===== config.mk =====
export PLATFORM = sky130hd
export DESIGN_NAME = slave_burst_control
export DESIGN_NICKNAME = d
export VERILOG_FILES = /design/src/rtl/slave_burst_control_pkg.sv /design/src/rtl/slave_burst_control_cycle_counter.sv /design/src/rtl/slave_burst_control.sv
export SDC_FILE = /design/constraint.sdc
export NUM_CORES = 1
export LEC_CHECK = 0
export CORE_UTILIZATION = 45
export CTS_CLUSTER_DIAMETER = 40
export DETAILED_ROUTE_END_ITERATION = 12
export GPL_ROUTABILITY_DRIVEN = 0
export SLEW_MARGIN = 20
export SYNTH_ARGS = -nofsm -noshare
export SYNTH_HDL_FRONTEND = slang
export SYNTH_SLANG_ARGS = --single-unit

===== constraint.sdc =====
create_clock -name clk -period 2.6 [get_ports clk]
set_clock_uncertainty 0.15 [all_clocks]
set_input_delay 0.26 -clock clk [delete_from_list [all_inputs] [get_ports clk]]
set_output_delay 0.26 -clock clk [all_outputs]
set_load 0.01 [all_outputs]

===== src/rtl/slave_burst_control_pkg.sv =====
// Shared definitions for the chip2chip slave burst controller:
// FSM state encoding and width helper functions.
package slave_burst_control_pkg;

  // Handshake FSM states (2-bit encoding shared across the chip2chip family).
  typedef enum logic [1:0] {
    ST_IDLE   = 2'd0,
    ST_NOTICE = 2'd1,
    ST_ACK    = 2'd2,
    ST_DRAIN  = 2'd3
  } state_t;

  // Ceiling log2; clog2(1) = 0.
  function automatic int unsigned clog2(input int unsigned v);
    int unsigned r;
    r = 0;
    while ((64'(1) << r) < 64'(v)) r++;
    return r;
  endfunction

  // Counter width able to hold values 0..v-1, never narrower than one bit.
  function automatic int unsigned width_of(input int unsigned v);
    return (clog2(v) == 0) ? 1 : clog2(v);
  endfunction

endpackage


===== src/rtl/slave_burst_control_cycle_counter.sv =====
// Terminal-count cycle counter.
// Ports:
//   clk, rst  : clock, synchronous active-high reset
//   clear     : restart counting from zero (dominates enable)
//   enable    : count this cycle
//   expire_c  : combinational pulse in the LEN-th enabled cycle after clear
module slave_burst_control_cycle_counter
  import slave_burst_control_pkg::*;
#(
  parameter int unsigned LEN = 1
) (
  input  logic clk,
  input  logic rst,
  input  logic clear,
  input  logic enable,
  output logic expire_c
);

  localparam int unsigned CNT_W = width_of(LEN);
  localparam logic [CNT_W-1:0] LAST = CNT_W'(LEN - 1);

  logic [CNT_W-1:0] count;

  // Up-counter that parks at LAST instead of wrapping.
  always_ff @(posedge clk) begin
    if (rst || clear) begin
      count <= '0;
    end else if (enable && (count != LAST)) begin
      count <= count + CNT_W'(1);
    end
  end

  assign expire_c = enable & (count == LAST);

endmodule


===== src/rtl/slave_burst_control.sv =====
// Chip2chip slave handshake with burst capture.
// Accepts a request, shows a notice window, raises ack, then captures a
// BURST_LEN-word burst (one word per synchronised valid rising edge) into a
// shadow buffer that is committed atomically to data on the last word.
// Ports:
//   clk, rst     : clock, synchronous active-high reset
//   request      : master request (asynchronous)
//   valid        : master data strobe (asynchronous)
//   data_in      : master data word, stable while valid is high
//   ack          : registered acknowledge to master
//   notice       : registered notice indicator
//   data         : last committed burst, word 0 in the LSBs
//   done         : one-cycle pulse on burst commit
//   word_idx     : words received in the current burst
//   timeout_err  : sticky ack-timeout flag, cleared by the next request
module slave_burst_control
  import slave_burst_control_pkg::*;
#(
  parameter int unsigned DATA_W         = 3,
  parameter int unsigned BURST_LEN      = 4,
  parameter int unsigned NOTICE_CYCLES  = 100_000_000,
  parameter int unsigned TIMEOUT_CYCLES = 200_000_000,
  localparam int unsigned BUS_W = DATA_W * BURST_LEN,
  localparam int unsigned IDX_W = width_of(BURST_LEN + 1)
) (
  input  logic              clk,
  input  logic              rst,
  input  logic              request,
  input  logic              valid,
  input  logic [DATA_W-1:0] data_in,
  output logic              ack,
  output logic              notice,
  output logic [BUS_W-1:0]  data,
  output logic              done,
  output logic [IDX_W-1:0]  word_idx,
  output logic              timeout_err
);

  logic              req_s1, req_s2;
  logic              vld_s1, vld_s2, vld_prev;
  logic [DATA_W-1:0] din_s1, din_s2;
  logic              valid_edge_c;

  state_t            state, state_nxt;
  logic              start_c, capture_c, commit_c, tmo_set_c;
  logic              last_c;
  logic              notice_expire_c, tmo_expire_c;

  logic [BUS_W-1:0]  shadow, shadow_nxt;

  // Two-flop synchronisers; data rides alongside valid so both arrive together.
  always_ff @(posedge clk) begin
    if (rst) begin
      req_s1   <= 1'b0;
      req_s2   <= 1'b0;
      vld_s1   <= 1'b0;
      vld_s2   <= 1'b0;
      vld_prev <= 1'b0;
      din_s1   <= '0;
      din_s2   <= '0;
    end else begin
      req_s1   <= request;
      req_s2   <= req_s1;
      vld_s1   <= valid;
      vld_s2   <= vld_s1;
      vld_prev <= vld_s2;
      din_s1   <= data_in;
      din_s2   <= din_s1;
    end
  end

  assign valid_edge_c = vld_s2 & ~vld_prev;
  assign last_c       = (word_idx == IDX_W'(BURST_LEN - 1));

  // Notice window length.
  slave_burst_control_cycle_counter #(
    .LEN (NOTICE_CYCLES)
  ) u_notice_cnt (
    .clk      (clk),
    .rst      (rst),
    .clear    (state != ST_NOTICE),
    .enable   (state == ST_NOTICE),
    .expire_c (notice_expire_c)
  );

  // Ack idle timeout, restarted on ACK entry and on every accepted valid edge.
  if (TIMEOUT_CYCLES != 0) begin : g_tmo
    logic tmo_clear_c;
    assign tmo_clear_c = (state != ST_ACK) | valid_edge_c;

    slave_burst_control_cycle_counter #(
      .LEN (TIMEOUT_CYCLES)
    ) u_tmo_cnt (
      .clk      (clk),
      .rst      (rst),
      .clear    (tmo_clear_c),
      .enable   (state == ST_ACK),
      .expire_c (tmo_expire_c)
    );
  end else begin : g_no_tmo
    assign tmo_expire_c = 1'b0;
  end

  // State register.
  always_ff @(posedge clk) begin
    if (rst) begin
      state <= ST_IDLE;
    end else begin
      state <= state_nxt;
    end
  end

  // Next state and datapath strobes. Abort beats capture, capture beats timeout.
  always_comb begin
    state_nxt = state;
    start_c   = 1'b0;
    capture_c = 1'b0;
    commit_c  = 1'b0;
    tmo_set_c = 1'b0;
    case (state)
      ST_IDLE: begin
        if (req_s2) begin
          state_nxt = ST_NOTICE;
          start_c   = 1'b1;
        end
      end
      ST_NOTICE: begin
        if (!req_s2) begin
          state_nxt = ST_IDLE;
        end else if (notice_expire_c) begin
          state_nxt = ST_ACK;
        end
      end
      ST_ACK: begin
        if (!req_s2) begin
          state_nxt = ST_IDLE;
        end else if (valid_edge_c) begin
          capture_c = 1'b1;
          if (last_c) begin
            commit_c  = 1'b1;
            state_nxt = ST_DRAIN;
          end
        end else if (tmo_expire_c) begin
          tmo_set_c = 1'b1;
          state_nxt = ST_DRAIN;
        end
      end
      ST_DRAIN: begin
        if (!req_s2) begin
          state_nxt = ST_IDLE;
        end
      end
      default: begin
        state_nxt = ST_IDLE;
      end
    endcase
  end

  // Shadow buffer with the incoming word merged at the current index.
  always_comb begin
    shadow_nxt = shadow;
    for (int i = 0; i < int'(BURST_LEN); i++) begin
      if (word_idx == IDX_W'(i)) begin
        shadow_nxt[i*DATA_W +: DATA_W] = din_s2;
      end
    end
  end

  // Registered outputs and burst storage.
  always_ff @(posedge clk) begin
    if (rst) begin
      ack         <= 1'b0;
      notice      <= 1'b0;
      done        <= 1'b0;
      data        <= '0;
      shadow      <= '0;
      word_idx    <= '0;
      timeout_err <= 1'b0;
    end else begin
      ack    <= (state_nxt == ST_ACK);
      notice <= (state_nxt == ST_NOTICE);
      done   <= commit_c;
      if (start_c) begin
        shadow      <= '0;
        word_idx    <= '0;
        timeout_err <= 1'b0;
      end
      if (capture_c) begin
        shadow <= shadow_nxt;
        if (word_idx != IDX_W'(BURST_LEN)) begin
          word_idx <= word_idx + IDX_W'(1);
        end
      end
      if (commit_c) begin
        data <= shadow_nxt;
      end
      if (tmo_set_c) begin
        timeout_err <= 1'b1;
      end
    end
  end

endmodule


# Word-level counts from Yosys, hierarchy flattened
# Cells that the tools add are included.
classes:
  add_sub_neg: 3
  multipliers: 0
  div_mod_pow: 0
  order_cmp: 0
  eq_ne: 15
  shifts: 0
  mux: 33
  bitwise_logic: 5
  n_reduce_logical: 8
op_table:
  columns: ["op", "n"]
  rows:
  - ["28-bit by 1-bit adder with 28-bit output, second input constant", 1]
  - ["28-bit equality test, second input constant", 1]
  - ["28-bit inequality test, second input constant", 1]
  - ["27-bit by 1-bit adder with 27-bit output, second input constant", 1]
  - ["27-bit equality test, second input constant", 1]
  - ["27-bit inequality test, second input constant", 1]
  - ["12-bit 2-to-1 mux", 2]
  - ["3-bit 2-to-1 mux", 7]
  - ["2-bit 2-to-1 mux", 8]
  - ["1-bit 2-to-1 mux", 15]
  - ["2-bit one-hot mux with 4 select lines", 1]
  - ["2-bit equality test, second input constant", 3]
  - ["3-bit by 2-bit equality test with 1-bit output, second input constant", 2]
  - ["2-bit by 1-bit equality test with 1-bit output, second input constant", 2]
  - ["2-bit nonzero test", 2]
  - ["3-bit by 1-bit adder with 3-bit output, second input constant", 1]
  - ["1-bit bitwise AND", 3]
  - ["3-bit by 1-bit equality test with 1-bit output, second input constant", 1]
  - ["3-bit logical NOT", 1]
  - ["3-bit inequality test, second input constant", 1]
  - ["1-bit logical AND", 2]
  - ["2-bit logical NOT", 1]
  - ["1-bit logical OR", 2]
  - ["2-bit by 1-bit inequality test with 1-bit output, second input constant", 1]
  - ["other kinds (3)", 3]
totals:
  register_bits: 99
  latch_bits: 0
  mem_bits_rw: 0
  mem_bits_ro: 0
  out_inout_bits: 19
  wordCells: 81
  memories: 0

# Longest topological paths before layout
logic_depth:
  depth_word: 7
  ltp_mapped: 8
  mapped_depth_nobuf: 6

# Cells and area by module
# From an unflattened synthesis, not the netlist that was laid out.
unflattened:
  hier_cells: 494
  area_unflattened_um2: 4443.0
by_module_without_submodules:
  columns: ["module", "n_inst", "cells_each", "area_each_um2"]
  rows:
  - ["slave_burst_control", 1, 167, 1686.6]
  - ["slave_burst_control_cycle_counter at g_tmo.u_tmo_cnt", 1, 163, 1386.3]
  - ["slave_burst_control_cycle_counter at u_notice_cnt", 1, 164, 1370.1]

# Least setup slack after synthesis
# No wires, ideal clock.
synth_path:
  kind: "register to register"
  startpoint: "register g_tmo.u_tmo_cnt.count[9]"
  endpoint: "register g_tmo.u_tmo_cnt.count[1]"
  arrival_time_ns: 1.584
  required_ns: 2.322
  slack_ns: 0.739
  path_stages_with_launch: 8
  path_cell_list: "dfxtp_1 nor4_1 and4_1 and3_1 buf_2 buf_2 mux2i_1 nor2_1"
synth_via:
  elab_chain_cells: 2
synth_rtl:
  columns: ["item", "line_no", "rtl"]
  rows:
  - ["start: declaration", "slave_burst_control_cycle_counter.sv:22", "logic [CNT_W-1:0] count;"]
  - ["start signal: assignment", "slave_burst_control_cycle_counter.sv:29", "count <= count + CNT_W'(1);"]
  - ["28-bit inequality test", "slave_burst_control_cycle_counter.sv:28", "end else if (enable && (count != LAST)) begin"]
  - ["1-bit logical AND", "slave_burst_control_cycle_counter.sv:28", null]
# No other way between the ends.
# A chain may end at the register's enable or synchronous reset.

# Final worst setup path
layout_path:
  startpoint: "register state[1]"
  endpoint: "register g_tmo.u_tmo_cnt.count[18]"
layout_via:
  elab_chain_cells: 3
layout_rtl:
  columns: ["item", "line_no", "rtl"]
  rows:
  - ["start: declaration", "slave_burst_control.sv:44", "state_t state, state_nxt;"]
  - ["start signal: assignment", "slave_burst_control.sv:109", "state <= state_nxt;"]
  - ["2-bit inequality test", "slave_burst_control.sv:89", "assign tmo_clear_c = (state != ST_ACK) | valid_edge_c;"]
  - ["1-bit bitwise OR", "slave_burst_control.sv:89", null]
  - ["1-bit logical OR", "slave_burst_control_cycle_counter.sv:26", "if (rst || clear) begin"]
# Several ways; a longest one is shown, not always the timed one.

==> impl_metrics.csv <==
group,metric,value,unit
status,run_status,"finished, final reports clean",
floorplan,num_rows,35,
drt,routed-via-count,3501,
sta,timing.final.hold_violations,0,
global_route,groute.usage.overall,18.9,%
cells_and_area,number_of_nets_in_the_finished_design,529,
pwr,comb_power_share,1.5,%
sta,period_share,83.6,%
synth,synth.lib_cells_used.distinct,42,
global_route,grt_first_pass_wirelength,15.0,mm
drt,firstDrtPassIters,4,
floorplan,design.portCount,26,
pwr,leakage_power_of_the_design,1.54,nW
job,drv.max_cap_violation_count,0,
synth,netlist_instances,490,
clock_network,numClockSinks,96,
synth,async_flop_share,0,%
drt,detailed_route_vias_per_instance,5.39,
place,placement.io_buffers,25,
critical_path,crit_cells,5,
clock_network,cts-buffers-inserted,9,
sta,post-route-min-period,2.17,ns
critical_path,critical-path-top-delay-family,"simple AND/OR/NAND/NOR gates",
critical_path,buffers_plus_inverters_on_the_worst_setup_path,0,
sta,worst-slew-pin-transition,0.593,ns
sta,grt_setup_unrepaired,"false",
critical_path,worstPathCellList,"nand2b_4 -> nor4_4 -> o21ai_2 -> or3_2 -> a21oi_1",
synth,synthesis_warning_total,0,
global_route,antenna_found_initial,0,
clock_network,post_cts_sizing_count,0,
floorplan,fp.dieArea,9970,µm²
clock_network,ctsHoldBuffers,0,
pwr,intPower,0.00197,W
sta,clock.fmax,460,MHz
critical_path,start_kind,"flop",
worst_hold_path,min_path_cells,1,
place,dp_hpwl,6.06,mm
cells_and_area,multi_input_comb_area,2250,µm²
sta,timing.setup.tns,0,ns
sta,maxSlewHeadroom,60.5,%
drt,drc,0,
clock_network,ctsHtreeMaxLevel,3,
drt,detailedRoute.firstIterationViolations,121,
synth,synth-edff-count,0,
critical_path,worst_path_largest_cell_delay,0.49,ns
global_route,maximum_number_of_pins_on_one_net_before_global_route_repair,42,
critical_path,worstPathArrival,2.32,ns
synth,syn-mean-instance-area,8.79,µm²
synth,synth_sequential_area_ratio,44.6,%
floorplan,fp.dieW,99.8,µm
critical_path,worst_ep_required_time,2.74,ns
pwr,power.share.sequential,58.8,%
global_route,grt_overflow,0,
critical_path,worst_setup_path_end_kind,"flop",
floorplan,floorplan.initialDensity,46.6,%
floorplan,die-height,99.8,µm
clock_network,tritoncts,"yes",
sta,timing.final.setup_violations,0,
critical_path,cp_max_fo,14,
drt,drt-wirelength-per-cell,13.3,µm
worst_hold_path,path_class_of_the_lowest_slack_min_delay_path,"flop to flop",
synth,synth.ff_latch_count,96,
drt,detail_route.wirelength,8.62,mm
clock_network,post-cts-setup-buffer-count,0,
cells_and_area,final_layout_size_suffix_gt1_share,7.50,%
critical_path,rr_worst_depth,5,
clock_network,cts-root-to-sink-buffers,2,
synth,mappedNetlistNets,504,
pwr,power_dissipated_by_switching_net_loads,0.000559,W
cells_and_area,antenna_cells_inserted,0,
synth,mapped_cell_area,4310,µm²
cells_and_area,leading_cell_type_in_the_layout_fill_and_taps_excluded,"sky130_fd_sc_hd__dfxtp_1",
sta,report.final.slew_viol_count,0,
global_route,vias_in_the_first_global_route,3213,
critical_path,cpMaxStageDelayCell,"sky130_fd_sc_hd__or3_2",
pwr,worst_ir_drop_vdd,0.000356,V
pwr,netSwitchingFraction,22.1,%
clock_network,clk_latency,0.36,ns
cells_and_area,layout.filler_cells,900,
synth,synth_top_flop_cell,"sky130_fd_sc_hd__dfxtp_1",
pwr,power_frac_clock,39.7,%
critical_path,setup.worst_path.class,"flop to flop",
clock_network,path_clk_slew,0.09,ns
clock_network,clock-root-buffer,"sky130_fd_sc_hd__clkbuf_8",
pwr,post_layout_total_power,0.00253,W
drt,ant_nets,0,
worst_hold_path,timing.hold.worst.start,"din_s1[0]",
cells_and_area,layout_common_cells,"sky130_fd_sc_hd__dfxtp_1 (96), sky130_fd_sc_hd__nor2_1 (60), sky130_fd_sc_hd__nand2_1 (34)",
cells_and_area,area_growth_syn_to_layout,13.8,%
cells_and_area,layout.area.seq,1920,µm²
critical_path,reg_to_reg_critical_path_startpoint,"state[1]",
pwr,power_density,515,nW/µm²
floorplan,standard_cell_core_area,9240,µm²
critical_path,crit_start,"state[1]",
-- Yosys cell counts, types with 2 or more instances --
| library cell | n | area (µm²) |
|---|---|---|
| sky130_fd_sc_hd__mux2i_1 | 11 | 110 |
| sky130_fd_sc_hd__xnor2_1 | 14 | 123 |
| sky130_fd_sc_hd__o21ai_0 | 24 | 120 |
| sky130_fd_sc_hd__a21oi_1 | 27 | 135 |
| sky130_fd_sc_hd__nor2b_1 | 21 | 131 |
| sky130_fd_sc_hd__buf_1 | 5 | 18.8 |
| sky130_fd_sc_hd__buf_6 | 2 | 22.5 |
| sky130_fd_sc_hd__nor4_1 | 7 | 43.8 |
| sky130_fd_sc_hd__nor4b_1 | 2 | 17.5 |
| sky130_fd_sc_hd__or3_2 | 4 | 30.0 |
| sky130_fd_sc_hd__or3_1 | 14 | 87.6 |
| sky130_fd_sc_hd__nor2_1 | 60 | 225 |
| sky130_fd_sc_hd__dfxtp_1 | 96 | 1920 |
| sky130_fd_sc_hd__nand4_1 | 18 | 113 |
| sky130_fd_sc_hd__nand2_1 | 34 | 128 |
| sky130_fd_sc_hd__or4_1 | 7 | 52.6 |
| sky130_fd_sc_hd__nor4_4 | 2 | 42.5 |
| sky130_fd_sc_hd__nor3_1 | 11 | 55.1 |
| sky130_fd_sc_hd__o211ai_1 | 7 | 52.6 |
| sky130_fd_sc_hd__a211oi_1 | 10 | 75.1 |
| sky130_fd_sc_hd__a32oi_1 | 9 | 78.8 |
| sky130_fd_sc_hd__ha_1 | 7 | 87.6 |
| sky130_fd_sc_hd__nand3_1 | 20 | 100 |
| sky130_fd_sc_hd__nand2b_1 | 4 | 25.0 |
| sky130_fd_sc_hd__buf_2 | 6 | 30.0 |
| sky130_fd_sc_hd__inv_1 | 9 | 33.8 |
| sky130_fd_sc_hd__clkbuf_1 | 9 | 33.8 |
| sky130_fd_sc_hd__and3_1 | 7 | 43.8 |
| sky130_fd_sc_hd__and4_1 | 9 | 78.8 |
| sky130_fd_sc_hd__o31ai_1 | 2 | 15.0 |
| sky130_fd_sc_hd__and2_1 | 7 | 43.8 |
| sky130_fd_sc_hd__xor2_1 | 15 | 131 |
-- final timing paths --
| check | endpoint | slack (ns) |
|---|---|---|
| max | g_tmo.u_tmo_cnt.count[18] | 0.43 |
| max reg2reg | g_tmo.u_tmo_cnt.count[18] | 0.43 |
| min | din_s2[0] | 0.28 |
| min reg2reg | din_s2[0] | 0.28 |
-- power by group through the flow --
stage	combinational [W]	sequential, W	clock, W
detailed placement	0.0000400	0.00152	0
CTS	0.0000400	0.00148	0.00104
global placement	0.0000397	0.00152	0
finish	0.0000390	0.00148	0.00100
global route	0.0000443	0.00149	0.00110
floorplan	0.0000240	0.00152	0
-- cells by family (layout without fill, tap and decap cells) --
| group | after synthesis | after routing | share of synthesized area [%] |
|---|---|---|---|
| AOI/OAI and AO/OA | 83 | 83 | 11.8 |
| xor gates and xnor gates | 29 | 29 | 5.90 |
| adders and majority gates | 7 | 7 | 2.03 |
| buffers and inverters | 31 | 61 | 3.22 |
| DFF | 96 | 96 | 44.6 |
| muxes | 12 | 12 | 2.82 |
| and+or+nand+nor | 232 | 232 | 29.6 |
-- cell type report --
cell class,count,share of cell area (%)
Multi-Input combinational cell,363,45.8
Sequential cell,96,39.2
Timing Repair Buffer,36,6.79
Tap cell,129,3.29
Clock buffer,10,2.81
Clock inverter,6,1.40
Inverter,9,0.689
-- registers in the layout (all words and copies together) (netlist names), 2 cells and up --
register / count
din_s1: 3
din_s2: 3
shadow: 9
u_notice_cnt.count: 27
g_tmo.u_tmo_cnt.count: 28
data: 12
state: 2
word_idx: 3
-- per-stage QoR --
stage / instance area, µm² / hold slack (ns) / std cells / worst slack (ns) / util [%]
after global routing: 4900 / 0.293 / 649 / 0.247 / 53.1
after global placement: 4700 / 0.270 / 633 / 0.470 / 50.8
after detailed placement: 4700 / 0.277 / 633 / 0.448 / 50.8
after CTS: 4900 / 0.283 / 649 / 0.418 / 53.1
final: 4900 / 0.283 / 649 / 0.427 / 53.1
after floorplan: 4310 / 0.238 / 490 / 0.739 / -
-- per-layer routing --
metal  vias up  part of all wire [%]  track usage (%)
met5         -                     0                0
met4         0                   1.5             7.47
met3        14                   2.9             3.06
met2        49                    44             29.7
met1      1633                    51             25.9
li1       1805                     -                -
(Power assumes the default switching activity.)
